--- src/rtl/conv_acc_pkg.sv ---
`default_nettype none
// ============================================================================
//  Module      : conv_acc_pkg
//  Description : Shared types, range helpers and saturating arithmetic for
//                the convolution partial-product accumulator array.
//  Revision    : 1.0 - initial release
// ============================================================================
package conv_acc_pkg;

    // Default build parameters
    localparam int DEF_CHANNELS = 4;
    localparam int DEF_IN_W     = 18;
    localparam int DEF_ACC_W    = 24;
    localparam int DEF_OUT_W    = 19;
    localparam int DEF_TERMS    = 9;
    localparam int DEF_SIGNED   = 1;

    // Value plus a flag telling whether it had to be clamped
    typedef struct packed {
        logic signed [63:0] value;
        logic               sat;
    } sat_res_t;

    // Largest representable value of a field of the given width
    function automatic logic signed [63:0] range_max(input int width, input bit is_signed);
        if (is_signed) begin
            return (64'sd1 <<< (width - 1)) - 64'sd1;
        end
        return (64'sd1 <<< width) - 64'sd1;
    endfunction

    // Smallest representable value of a field of the given width
    function automatic logic signed [63:0] range_min(input int width, input bit is_signed);
        if (is_signed) begin
            return -(64'sd1 <<< (width - 1));
        end
        return 64'sd0;
    endfunction

    // Range constants for the default build
    localparam logic signed [63:0] ACC_MAX = range_max(DEF_ACC_W, DEF_SIGNED != 0);
    localparam logic signed [63:0] ACC_MIN = range_min(DEF_ACC_W, DEF_SIGNED != 0);
    localparam logic signed [63:0] OUT_MAX = range_max(DEF_OUT_W, DEF_SIGNED != 0);
    localparam logic signed [63:0] OUT_MIN = range_min(DEF_OUT_W, DEF_SIGNED != 0);

    // Clamp a wide value into [min_v, max_v]
    function automatic sat_res_t clamp(input logic signed [63:0] v,
                                       input logic signed [63:0] max_v,
                                       input logic signed [63:0] min_v);
        sat_res_t r;
        r.value = v;
        r.sat   = 1'b0;
        if (v > max_v) begin
            r.value = max_v;
            r.sat   = 1'b1;
        end else if (v < min_v) begin
            r.value = min_v;
            r.sat   = 1'b1;
        end
        return r;
    endfunction

    // Add two in-range values; the 64-bit sum cannot wrap for widths below 62
    function automatic sat_res_t sat_add(input logic signed [63:0] a,
                                         input logic signed [63:0] b,
                                         input logic signed [63:0] max_v,
                                         input logic signed [63:0] min_v);
        return clamp(a + b, max_v, min_v);
    endfunction

endpackage
`default_nettype wire

--- src/rtl/conv_acc_if.sv ---
`default_nettype none
// ============================================================================
//  Module      : conv_acc_if
//  Description : Term-input and result-output handshake bundle of the
//                accumulator array. master = producer/consumer side,
//                slave = accumulator side.
//  Revision    : 1.0 - initial release
// ============================================================================
interface conv_acc_if
    import conv_acc_pkg::*;
#(
    parameter int CHANNELS = DEF_CHANNELS,
    parameter int IN_W     = DEF_IN_W,
    parameter int OUT_W    = DEF_OUT_W
);
    logic                      in_valid;
    logic                      in_ready;
    logic [CHANNELS*IN_W-1:0]  in_data;
    logic                      out_valid;
    logic                      out_ready;
    logic [CHANNELS*OUT_W-1:0] out_data;
    logic [CHANNELS-1:0]       out_sat;

    modport master (
        output in_valid, in_data, out_ready,
        input  in_ready, out_valid, out_data, out_sat
    );

    modport slave (
        input  in_valid, in_data, out_ready,
        output in_ready, out_valid, out_data, out_sat
    );
endinterface
`default_nettype wire

--- src/rtl/conv_acc_lane.sv ---
`default_nettype none
// ============================================================================
//  Module      : conv_acc_lane
//  Description : One accumulator lane: operand extension, saturating
//                accumulate, optional ReLU and clamp to the output width.
//                The lane presents its window result combinationally; the
//                parent registers it on window completion.
//  Revision    : 1.0 - initial release
// ============================================================================
module conv_acc_lane
    import conv_acc_pkg::*;
#(
    parameter int IN_W   = DEF_IN_W,
    parameter int ACC_W  = DEF_ACC_W,
    parameter int OUT_W  = DEF_OUT_W,
    parameter int SIGNED = DEF_SIGNED
) (
    input  wire logic             clk,
    input  wire logic             rst,
    input  wire logic             i_flush,
    input  wire logic             i_relu_en,
    input  wire logic             i_add_en,
    input  wire logic             i_last,
    input  wire logic [IN_W-1:0]  i_term,
    output logic      [OUT_W-1:0] o_result,
    output logic                  o_sat
);
    localparam bit                 c_signed  = (SIGNED != 0);
    localparam logic signed [63:0] c_acc_max = range_max(ACC_W, c_signed);
    localparam logic signed [63:0] c_acc_min = range_min(ACC_W, c_signed);
    localparam logic signed [63:0] c_out_max = range_max(OUT_W, c_signed);
    localparam logic signed [63:0] c_out_min = range_min(OUT_W, c_signed);

    logic [ACC_W-1:0]   r_acc;
    logic               r_sat;
    logic signed [63:0] w_acc_ext;
    logic signed [63:0] w_term_ext;
    logic signed [63:0] w_final;
    sat_res_t           w_sum;
    sat_res_t           w_out;

    // Extend operands, add with saturation, then ReLU and clamp the result
    always_comb begin
        w_acc_ext  = {{(64-ACC_W){c_signed & r_acc[ACC_W-1]}}, r_acc};
        w_term_ext = {{(64-IN_W){c_signed & i_term[IN_W-1]}}, i_term};
        w_sum      = sat_add(w_acc_ext, w_term_ext, c_acc_max, c_acc_min);
        w_final    = w_sum.value;
        if (i_relu_en && c_signed && w_sum.value[63]) begin
            w_final = '0;
        end
        w_out      = clamp(w_final, c_out_max, c_out_min);
    end

    assign o_result = w_out.value[OUT_W-1:0];
    assign o_sat    = r_sat | w_sum.sat | w_out.sat;

    // Accumulator and sticky saturation flag; flush and completion restart the window
    always_ff @(posedge clk or negedge rst) begin
        if (!rst) begin
            r_acc <= '0;
            r_sat <= 1'b0;
        end else if (i_flush) begin
            r_acc <= '0;
            r_sat <= 1'b0;
        end else if (i_add_en) begin
            if (i_last) begin
                r_acc <= '0;
                r_sat <= 1'b0;
            end else begin
                r_acc <= w_sum.value[ACC_W-1:0];
                r_sat <= r_sat | w_sum.sat;
            end
        end
    end
endmodule
`default_nettype wire

--- src/rtl/conv_acc_array.sv ---
`default_nettype none
// ============================================================================
//  Module      : conv_acc_array
//  Description : Multi-channel windowed accumulator for convolution partial
//                products. Registered input stage, CHANNELS independent lanes,
//                one result word per TERMS-term window through a valid/ready
//                output register with backpressure.
//  Revision    : 1.0 - initial release
// ============================================================================
module conv_acc_array
    import conv_acc_pkg::*;
#(
    parameter int CHANNELS = DEF_CHANNELS,
    parameter int IN_W     = DEF_IN_W,
    parameter int ACC_W    = DEF_ACC_W,
    parameter int OUT_W    = DEF_OUT_W,
    parameter int TERMS    = DEF_TERMS,
    parameter int SIGNED   = DEF_SIGNED
) (
    input  wire logic                       clk,
    input  wire logic                       rst,
    input  wire logic                       flush,
    input  wire logic                       relu_en,
    output logic      [$clog2(TERMS)-1:0]   term_cnt,
    conv_acc_if.slave                       bus
);
    localparam int               CNT_W  = $clog2(TERMS);
    localparam logic [CNT_W-1:0] c_last = CNT_W'(TERMS - 1);

    logic [CHANNELS*IN_W-1:0]  r_in_q;
    logic                      r_in_q_valid;
    logic [CNT_W-1:0]          r_term_cnt;
    logic                      r_out_valid;
    logic [CHANNELS*OUT_W-1:0] r_out_data;
    logic [CHANNELS-1:0]       r_out_sat;

    logic                      w_in_ready;
    logic                      w_accept;
    logic                      w_last;
    logic                      w_complete;
    logic [CHANNELS*OUT_W-1:0] w_result;
    logic [CHANNELS-1:0]       w_sat;

    // A new term may enter only when the output register can be freed in time
    assign w_in_ready = !flush && (!r_out_valid || bus.out_ready);
    assign w_accept   = bus.in_valid && w_in_ready;
    assign w_last     = (r_term_cnt == c_last);
    // Flush wins over a completion landing on the same edge
    assign w_complete = r_in_q_valid && w_last && !flush;

    assign bus.in_ready  = w_in_ready;
    assign bus.out_valid = r_out_valid;
    assign bus.out_data  = r_out_data;
    assign bus.out_sat   = r_out_sat;
    assign term_cnt      = r_term_cnt;

    generate
        for (genvar c = 0; c < CHANNELS; c++) begin : g_lane
            conv_acc_lane #(
                .IN_W   (IN_W),
                .ACC_W  (ACC_W),
                .OUT_W  (OUT_W),
                .SIGNED (SIGNED)
            ) u_lane (
                .clk       (clk),
                .rst       (rst),
                .i_flush   (flush),
                .i_relu_en (relu_en),
                .i_add_en  (r_in_q_valid),
                .i_last    (w_last),
                .i_term    (r_in_q[c*IN_W +: IN_W]),
                .o_result  (w_result[c*OUT_W +: OUT_W]),
                .o_sat     (w_sat[c])
            );
        end
    endgenerate

    // Input stage: capture the accepted term; holds valid only for back-to-back accepts
    always_ff @(posedge clk or negedge rst) begin
        if (!rst) begin
            r_in_q       <= '0;
            r_in_q_valid <= 1'b0;
        end else begin
            if (w_accept) begin
                r_in_q <= bus.in_data;
            end
            r_in_q_valid <= w_accept;
        end
    end

    // Window position: counts terms added, wraps on the last term of a window
    always_ff @(posedge clk or negedge rst) begin
        if (!rst) begin
            r_term_cnt <= '0;
        end else if (flush) begin
            r_term_cnt <= '0;
        end else if (r_in_q_valid) begin
            r_term_cnt <= w_last ? '0 : r_term_cnt + 1'b1;
        end
    end

    // Output register: load on completion, otherwise release on handshake
    always_ff @(posedge clk or negedge rst) begin
        if (!rst) begin
            r_out_valid <= 1'b0;
            r_out_data  <= '0;
            r_out_sat   <= '0;
        end else if (w_complete) begin
            r_out_valid <= 1'b1;
            r_out_data  <= w_result;
            r_out_sat   <= w_sat;
        end else if (r_out_valid && bus.out_ready) begin
            r_out_valid <= 1'b0;
        end
    end
endmodule
`default_nettype wire

--- src/flat_wrapper.sv ---
// flat-port wrapper written by rule: the top's interface ports become plain ports
module conv_acc_array_flat import conv_acc_pkg::*;
#(
    parameter int CHANNELS = DEF_CHANNELS,
    parameter int IN_W     = DEF_IN_W,
    parameter int ACC_W    = DEF_ACC_W,
    parameter int OUT_W    = DEF_OUT_W,
    parameter int TERMS    = DEF_TERMS,
    parameter int SIGNED   = DEF_SIGNED
)
  (clk, rst, flush, relu_en, term_cnt, bus_in_valid, bus_in_data, bus_out_ready, bus_in_ready, bus_out_valid, bus_out_data, bus_out_sat);
  conv_acc_if #(.CHANNELS(CHANNELS), .IN_W(IN_W), .OUT_W(OUT_W)) bus_i ();
  input  wire logic clk;
  input  wire logic rst;
  input  wire logic flush;
  input  wire logic relu_en;
  output logic      [$clog2(TERMS)-1:0] term_cnt;
  input wire logic [$bits(bus_i.in_valid)-1:0] bus_in_valid;
  input wire logic [$bits(bus_i.in_data)-1:0] bus_in_data;
  input wire logic [$bits(bus_i.out_ready)-1:0] bus_out_ready;
  output wire logic [$bits(bus_i.in_ready)-1:0] bus_in_ready;
  output wire logic [$bits(bus_i.out_valid)-1:0] bus_out_valid;
  output wire logic [$bits(bus_i.out_data)-1:0] bus_out_data;
  output wire logic [$bits(bus_i.out_sat)-1:0] bus_out_sat;
  assign bus_i.in_valid = bus_in_valid;
  assign bus_i.in_data = bus_in_data;
  assign bus_i.out_ready = bus_out_ready;
  assign bus_in_ready = bus_i.in_ready;
  assign bus_out_valid = bus_i.out_valid;
  assign bus_out_data = bus_i.out_data;
  assign bus_out_sat = bus_i.out_sat;
  conv_acc_array #(.CHANNELS(CHANNELS), .IN_W(IN_W), .ACC_W(ACC_W), .OUT_W(OUT_W), .TERMS(TERMS), .SIGNED(SIGNED)) u_core (.clk(clk), .rst(rst), .flush(flush), .relu_en(relu_en), .term_cnt(term_cnt), .bus(bus_i));
endmodule
--- config.mk ---
export PLATFORM = sky130hd
export DESIGN_NAME = conv_acc_array_flat
export DESIGN_NICKNAME = d
export VERILOG_FILES = /design/src/rtl/conv_acc_pkg.sv /design/src/rtl/conv_acc_if.sv /design/src/rtl/conv_acc_lane.sv /design/src/rtl/conv_acc_array.sv /design/src/flat_wrapper.sv
export SDC_FILE = /design/constraint.sdc
export NUM_CORES = 1
export LEC_CHECK = 0
export ABC_CLOCK_PERIOD_IN_PS = 3300
export CORE_ASPECT_RATIO = 1.5
export CORE_MARGIN = 2
export CORE_UTILIZATION = 45
export DETAILED_ROUTE_END_ITERATION = 7
export GPL_TIMING_DRIVEN = 0
export PLACE_DENSITY = 0.77
export RECOVER_POWER = 100
export SYNTH_ARGS = -nofsm -noshare
export SYNTH_HDL_FRONTEND = slang
export SYNTH_SLANG_ARGS = --single-unit
--- constraint.sdc ---
create_clock -name clk -period 3.3 [get_ports clk]
set_clock_uncertainty 0.1 [all_clocks]
set_input_delay 0.99 -clock clk [delete_from_list [all_inputs] [get_ports clk]]
set_output_delay 0.99 -clock clk [all_outputs]
set_load 0.005 [all_outputs]
# [Word-level counts from Yosys, hierarchy flattened]
# Cells that the tools add are included.
[word_totals] register_bits=258 word_cells=107 output_inout_bits=86 inputBits=78
[classes] order_cmp=16 reduce_logical=14 n_eq_ne=1 bitwise=8 addsub=5 muxes=49
[ops] cell="$mux 65" n=8
[ops] cell="$mux 24" n=12
[ops] cell="$gt 64x19->1 const B" n=4
[ops] cell="$lt 64x19->1 const B" n=4
[ops] cell="$mux 64" n=4
[ops] cell="$mux 20" n=8
[ops] cell="$add 24x18->25" n=4
[ops] cell="$gt 25x24->1 const B" n=4
[ops] cell="$lt 25x24->1 const B" n=4
[ops] cell="$mux 1" n=14
[ops] cell="$mux 4" n=3
[ops] cell="$logic_and 1x1->1" n=9
[ops] cell="$or 1x1->1" n=8
[ops] cell="$add 4x1->4 const B" n=1
[ops] cell="$eq 4x4->1 const B" n=1
[ops] cell="$reduce_bool 2->1" n=2
[ops] cell="$logic_not 1->1" n=2
[ops] cell="$logic_or 1x1->1" n=1

# [Longest topological paths before layout]
[logic_depth] ltp_word=10 mapped_depth=16 depth_no_buf=13

# [By module]
# Synthesis repeated with hierarchy kept, for this count alone.
[unflattened] cells_unflattened=1740 area_unflattened_um2=17346.6
[by_module_without_submodules] mod="conv_acc_lane" seq_area_each_um2=625.6 n_inst=4 area_per_inst_um2=2733.9 cells_per_inst=347
[by_module_without_submodules] mod="conv_acc_array" seq_area_each_um2=3953.8 n_inst=1 area_per_inst_um2=6411.1 cells_per_inst=352

# [Worst setup path before layout]
# Ideal clock, no wire load.
[synth_timing] path_kind="flip-flop to flip-flop" startpoint="register u_core.r_in_q[18]" endpoint="register u_core.r_out_data[27], in the netlist u_core.bus.out_data[27]" path_buffers=1 arrival_time_ns=3.257 required_time_ns=3.124 slack_ns=-0.134 setup_time_ns=0.076 period_less_slack_ns=3.434 path_stages_with_launch=15 cell_sequence="dfrtp_1 ha_1 inv_1 fa_1 nand2b_1 a21oi_1 o21ai_0 o21ai_2 o22ai_2 o31a_1 maj3_2 or4_4 buf_6 a21o_4 o21ai_1"
[synth_between] elab_chain_cells=9 word_cells_on_any_way=11 classes_between="add/sub: 1; order compare: 4; mux: 5; reduce/logical: 1"
[synth_rtl] element="from (decl)" line="conv_acc_array.sv:30" rtl="logic [CHANNELS*IN_W-1:0] r_in_q;"
[synth_rtl] element="from (signal assigned)" line="conv_acc_array.sv:85" rtl="r_in_q <= bus.in_data;"
[synth_rtl] element="$add 24x18->25 (*)" line="conv_acc_pkg.sv:68" rtl="return clamp(a + b, max_v, min_v);"
[synth_rtl] element="$lt 25x24->1" line="conv_acc_pkg.sv:56" rtl="end else if (v < min_v) begin"
[synth_rtl] element="$mux 65" line="conv_acc_pkg.sv:56"
[synth_rtl] element="$mux 65 (*)" line="conv_acc_pkg.sv:53" rtl="if (v > max_v) begin"
[synth_rtl] element="$logic_and 1x1->1" line="conv_acc_lane.sv:48" rtl="if (i_relu_en && c_signed && w_sum.value[63]) begin"
[synth_rtl] element="$mux 64 (*)" line="conv_acc_lane.sv:48"
[synth_rtl] element="$lt 64x19->1" line="conv_acc_pkg.sv:56"
[synth_rtl] element="$mux 20" line="conv_acc_pkg.sv:56"
[synth_rtl] element="$mux 20 (*)" line="conv_acc_pkg.sv:53"
[synth_rtl] element="to (signal assigned)" line="conv_acc_array.sv:110" rtl="r_out_data <= w_result;"
[synth_rtl] element="to (decl)" line="conv_acc_array.sv:34" rtl="logic [CHANNELS*OUT_W-1:0] r_out_data;"
# Every way passes the cells marked *; elsewhere a longest branch is shown, timed or not.
# A chain may end at the register's enable or synchronous reset.

# [Worst setup path in the final report]
[layout_timing] startpoint="register u_core.r_in_q[61]" endpoint="register u_core.r_out_data[68], in the netlist u_core.bus.out_data[68]"
# Same word-level chain as after synthesis.

==> impl_metrics.env <==
export IMPL_status="finished with violations"
export IMPL_violations="capacitance limit, slew limit, setup timing"
export IMPL_cp_max_fo=7
export IMPL_clock_latency_ns=0.55
export IMPL_dpl_hpwl_um=35270
export IMPL_power_per_cell_area_nw_per_um2=615.8
export IMPL_cpPeakStageDelay_ns=0.51
export IMPL_p_leak_nw=9.631
export IMPL_synth_top_cell_by_area="dfrtp_1"
export IMPL_rrSetupSlack_ns=-0.26
export IMPL_grt_pass1_vias=15090
export IMPL_core_um2=34890
export IMPL_cp_arrival_ns=3.96
export IMPL_path_cells="ha_2 -> a2111oi_4 -> a211o_1 -> nand3b_1 -> a311oi_4 -> o21ai_2 -> xnor2_2 -> o41a_1 -> buf_6 -> clkbuf_16 -> nor2_2 -> o22a_1"
export IMPL_hold_path_class="flip-flop to flip-flop"
export IMPL_yosysTopAreaCellShare_pct=40.66
export IMPL_syn2layout_area_growth_pct=36.04
export IMPL_chipHeight_um=234.1
export IMPL_cts_clk_slew_worst_paths_ns=0.07
export IMPL_setup_ws_ns=-0.2618
export IMPL_finalSetupTns_ns=-14.48
export IMPL_path_class="flip-flop to flip-flop"
export IMPL_worstMarginPinSlew_ns=1.823
export IMPL_syn_area_um2=15880
export IMPL_slew_violations=74
export IMPL_path_buf_inv=2
export IMPL_cts_tree="yes"
export IMPL_cts_buffers=26
export IMPL_crit_required_ns=3.69
export IMPL_overflow=0
export IMPL_drt_iter0_markers=849
export IMPL_postRouteAntennaNets=0
export IMPL_synth_flop_cell="dfrtp_1"
export IMPL_post_route_drc_count=0
export IMPL_crit_path_top_delay_cell="o41a_1"
export IMPL_fmax_ghz=0.2808
export IMPL_register_area_um2=6461
export IMPL_finalSetupViolCount=96
export IMPL_place_gp_congestion=0.9442
export IMPL_yosys_top_cells_area="dfrtp_1 (41%), ha_1 (7.7%), a21oi_1 (5.0%)"
export IMPL_whs_ns=0.3867
export IMPL_fin_crit_sh_pct=107.9
export IMPL_start_util_pct=45.51
export IMPL_first_pass_iters=7
export IMPL_diodes=0
export IMPL_syn_area_per_cell_um2=9.492
export IMPL_pre_cts_slack_ns=-1.016
export IMPL_cts_max_path_buffers=3
export IMPL_io_buffers=162
export IMPL_antenna_found_initial=0
export IMPL_cts_htree_levels=1
export IMPL_netlist_instances=1673
export IMPL_maxSlewHeadroom_pct=-21.54
export IMPL_synth_enable_flop_cells=0
export IMPL_synth_seq_cells=258
export IMPL_ys_seq_area_share_pct=40.66
export IMPL_viasPerCell=6.064
export IMPL_endpoint_kind="flip-flop"
export IMPL_final_common_cell="dfrtp_1"
export IMPL_layout_nets=2146
export IMPL_num_rows=84
export IMPL_ys_types=88
export IMPL_cts_hold_buf=0
export IMPL_hold_violations=0
export IMPL_grtUsageTotal_pct=27.17
export IMPL_worstSetupStartpointType="flip-flop"
export IMPL_die_w_um=157.4
export IMPL_final_cell_mix="dfrtp_1 (254), nand2_1 (149), a21oi_1 (137)"
export IMPL_async_reset_ff_share_pct=100.0
export IMPL_grt_max_degree=114
export IMPL_grt_pass1_wl_um=79230
export IMPL_clock_sinks=258
export IMPL_boundaryPins=164
export IMPL_drt_wl_total_um=52870
export IMPL_rsz0062_at_grt="true"
export IMPL_drive_gt1_share_pct=25.63
export IMPL_critPathTopFamily="compound AO/OA/AOI/OAI gates"
export IMPL_wire_per_inst_um=21.50
export IMPL_fillers=2795
export IMPL_syn_num_nets=1853
export IMPL_max_cap_viol_count=1
export IMPL_vias=14910
export IMPL_fin_crit_ns=3.562
export IMPL_cts_root_buf="clkbuf_16"
export IMPL_multi_input_area_um2=10390
export IMPL_dieArea_um2=36840
export IMPL_ir_drop_v=0.0004259
export IMPL_ys_warn_count=0
[cell usage after synthesis (16+ instances only)]
| master | number |
|---|---|
| a21o_1 | 29 |
| a21oi_1 | 160 |
| a22o_1 | 39 |
| a31oi_1 | 16 |
| clkbuf_1 | 58 |
| dfrtp_1 | 258 |
| ha_1 | 98 |
| inv_1 | 40 |
| mux2_2 | 70 |
| nand2_1 | 153 |
| nand2b_1 | 18 |
| nand3_1 | 23 |
| nand4_1 | 19 |
| nor2_1 | 108 |
| nor2b_1 | 16 |
| nor3_1 | 22 |
| o21a_1 | 26 |
| o21ai_0 | 153 |
| o21bai_1 | 21 |
| o22a_1 | 22 |
| xnor2_1 | 38 |
| xor2_1 | 30 |
[per-stage QoR]
step           instance area [µm²]  total power [mW]  utilization (%)  instances
2_1_floorplan                15900             7.072                -       1673
3_3_place_gp                 18110             8.184            51.91       2308
3_5_place_dp                 18190             8.297            52.12       2310
4_1_cts                      20570             12.39            58.95       2425
5_1_grt                      21600             13.96            61.91       2459
6_report                     21600             13.30            61.91       2459
[final timing paths]
kind,start,endpoint,depth (start not counted)
min in group asynchronous,rst,u_core.bus.out_data[66],1
hold reg to reg,u_core.g_lane[2].u_lane.r_acc[11],u_core.g_lane[2].u_lane.r_acc[11],2
hold / removal,u_core.g_lane[2].u_lane.r_acc[11],u_core.g_lane[2].u_lane.r_acc[11],2
max in group asynchronous,rst,u_core.g_lane[1].u_lane.r_acc[1],2
setup reg to reg,u_core.r_in_q[61],u_core.bus.out_data[68],12
setup / recovery,u_core.r_in_q[61],u_core.bus.out_data[68],12
[cells by family (layout without fill, tap and decap cells)]
kind of cell | count (synthesis) | after routing | synth area share [%]
AOI/OAI and AO/OA | 598 | 599 | 24.68
xor gates and xnor gates | 69 | 69 | 3.853
adders and majority gates | 112 | 112 | 8.864
buffers and inverters | 129 | 441 | 3.640
DFF | 258 | 258 | 40.66
muxes | 81 | 81 | 5.657
and+or+nand+nor | 426 | 426 | 12.65
[worst reg2reg max path, delay by kind of cell, from the launching register on]
kind	cells	cell delay (ns)
adders and majority gates	1	0.37
AOI/OAI and AO/OA	6	1.87
and+or+nand+nor	2	0.23
DFF	1	0.41
buffers and inverters	2	0.36
xor gates and xnor gates	1	0.18
[metal layers]
layer / wire length [µm] / up-vias / track usage, %
li1: - / 6740 / -
met5: 0 / - / 0
met2: 26860 / 577 / 47.31
met3: 2811 / 216 / 3.437
met4: 3710 / 0 / 17.67
met1: 19490 / 7379 / 31.26
[layout make-up]
type / count / area share (%)
buffer: 75 / 2.392
sequential: 258 / 29.91
timing repair buffer: 278 / 11.91
inverter: 40 / 0.6950
tap: 473 / 2.739
clock buffer: 36 / 3.469
multi-input combinational: 1287 / 48.09
clock inverter: 12 / 0.7935
[power by group]
part | switching [mW] | internal, mW
Combinational | 3.60 | 2.69
Clock | 1.33 | 1.90
Sequential | 0.295 | 3.49
[timing repair]
action	CTS	global route
gates resized for setup	222	182
cloned	4	5
buffers inserted	70	39
endpoints found under the setup margin	190	157
pin swaps	84	71
[registers in the layout, summed over array words and instances (netlist names)]
signal / count
u_core.g_lane.u_lane.r_acc: 96
u_core.r_in_q_valid: 1
u_core.r_in_q: 72
u_core.bus.out_sat: 4
u_core.g_lane.u_lane.r_sat: 4
u_core.bus.out_data: 76
u_core.term_cnt: 4
u_core.bus.out_valid: 1
No activity file was read; power rests on OpenSTA's default activity.
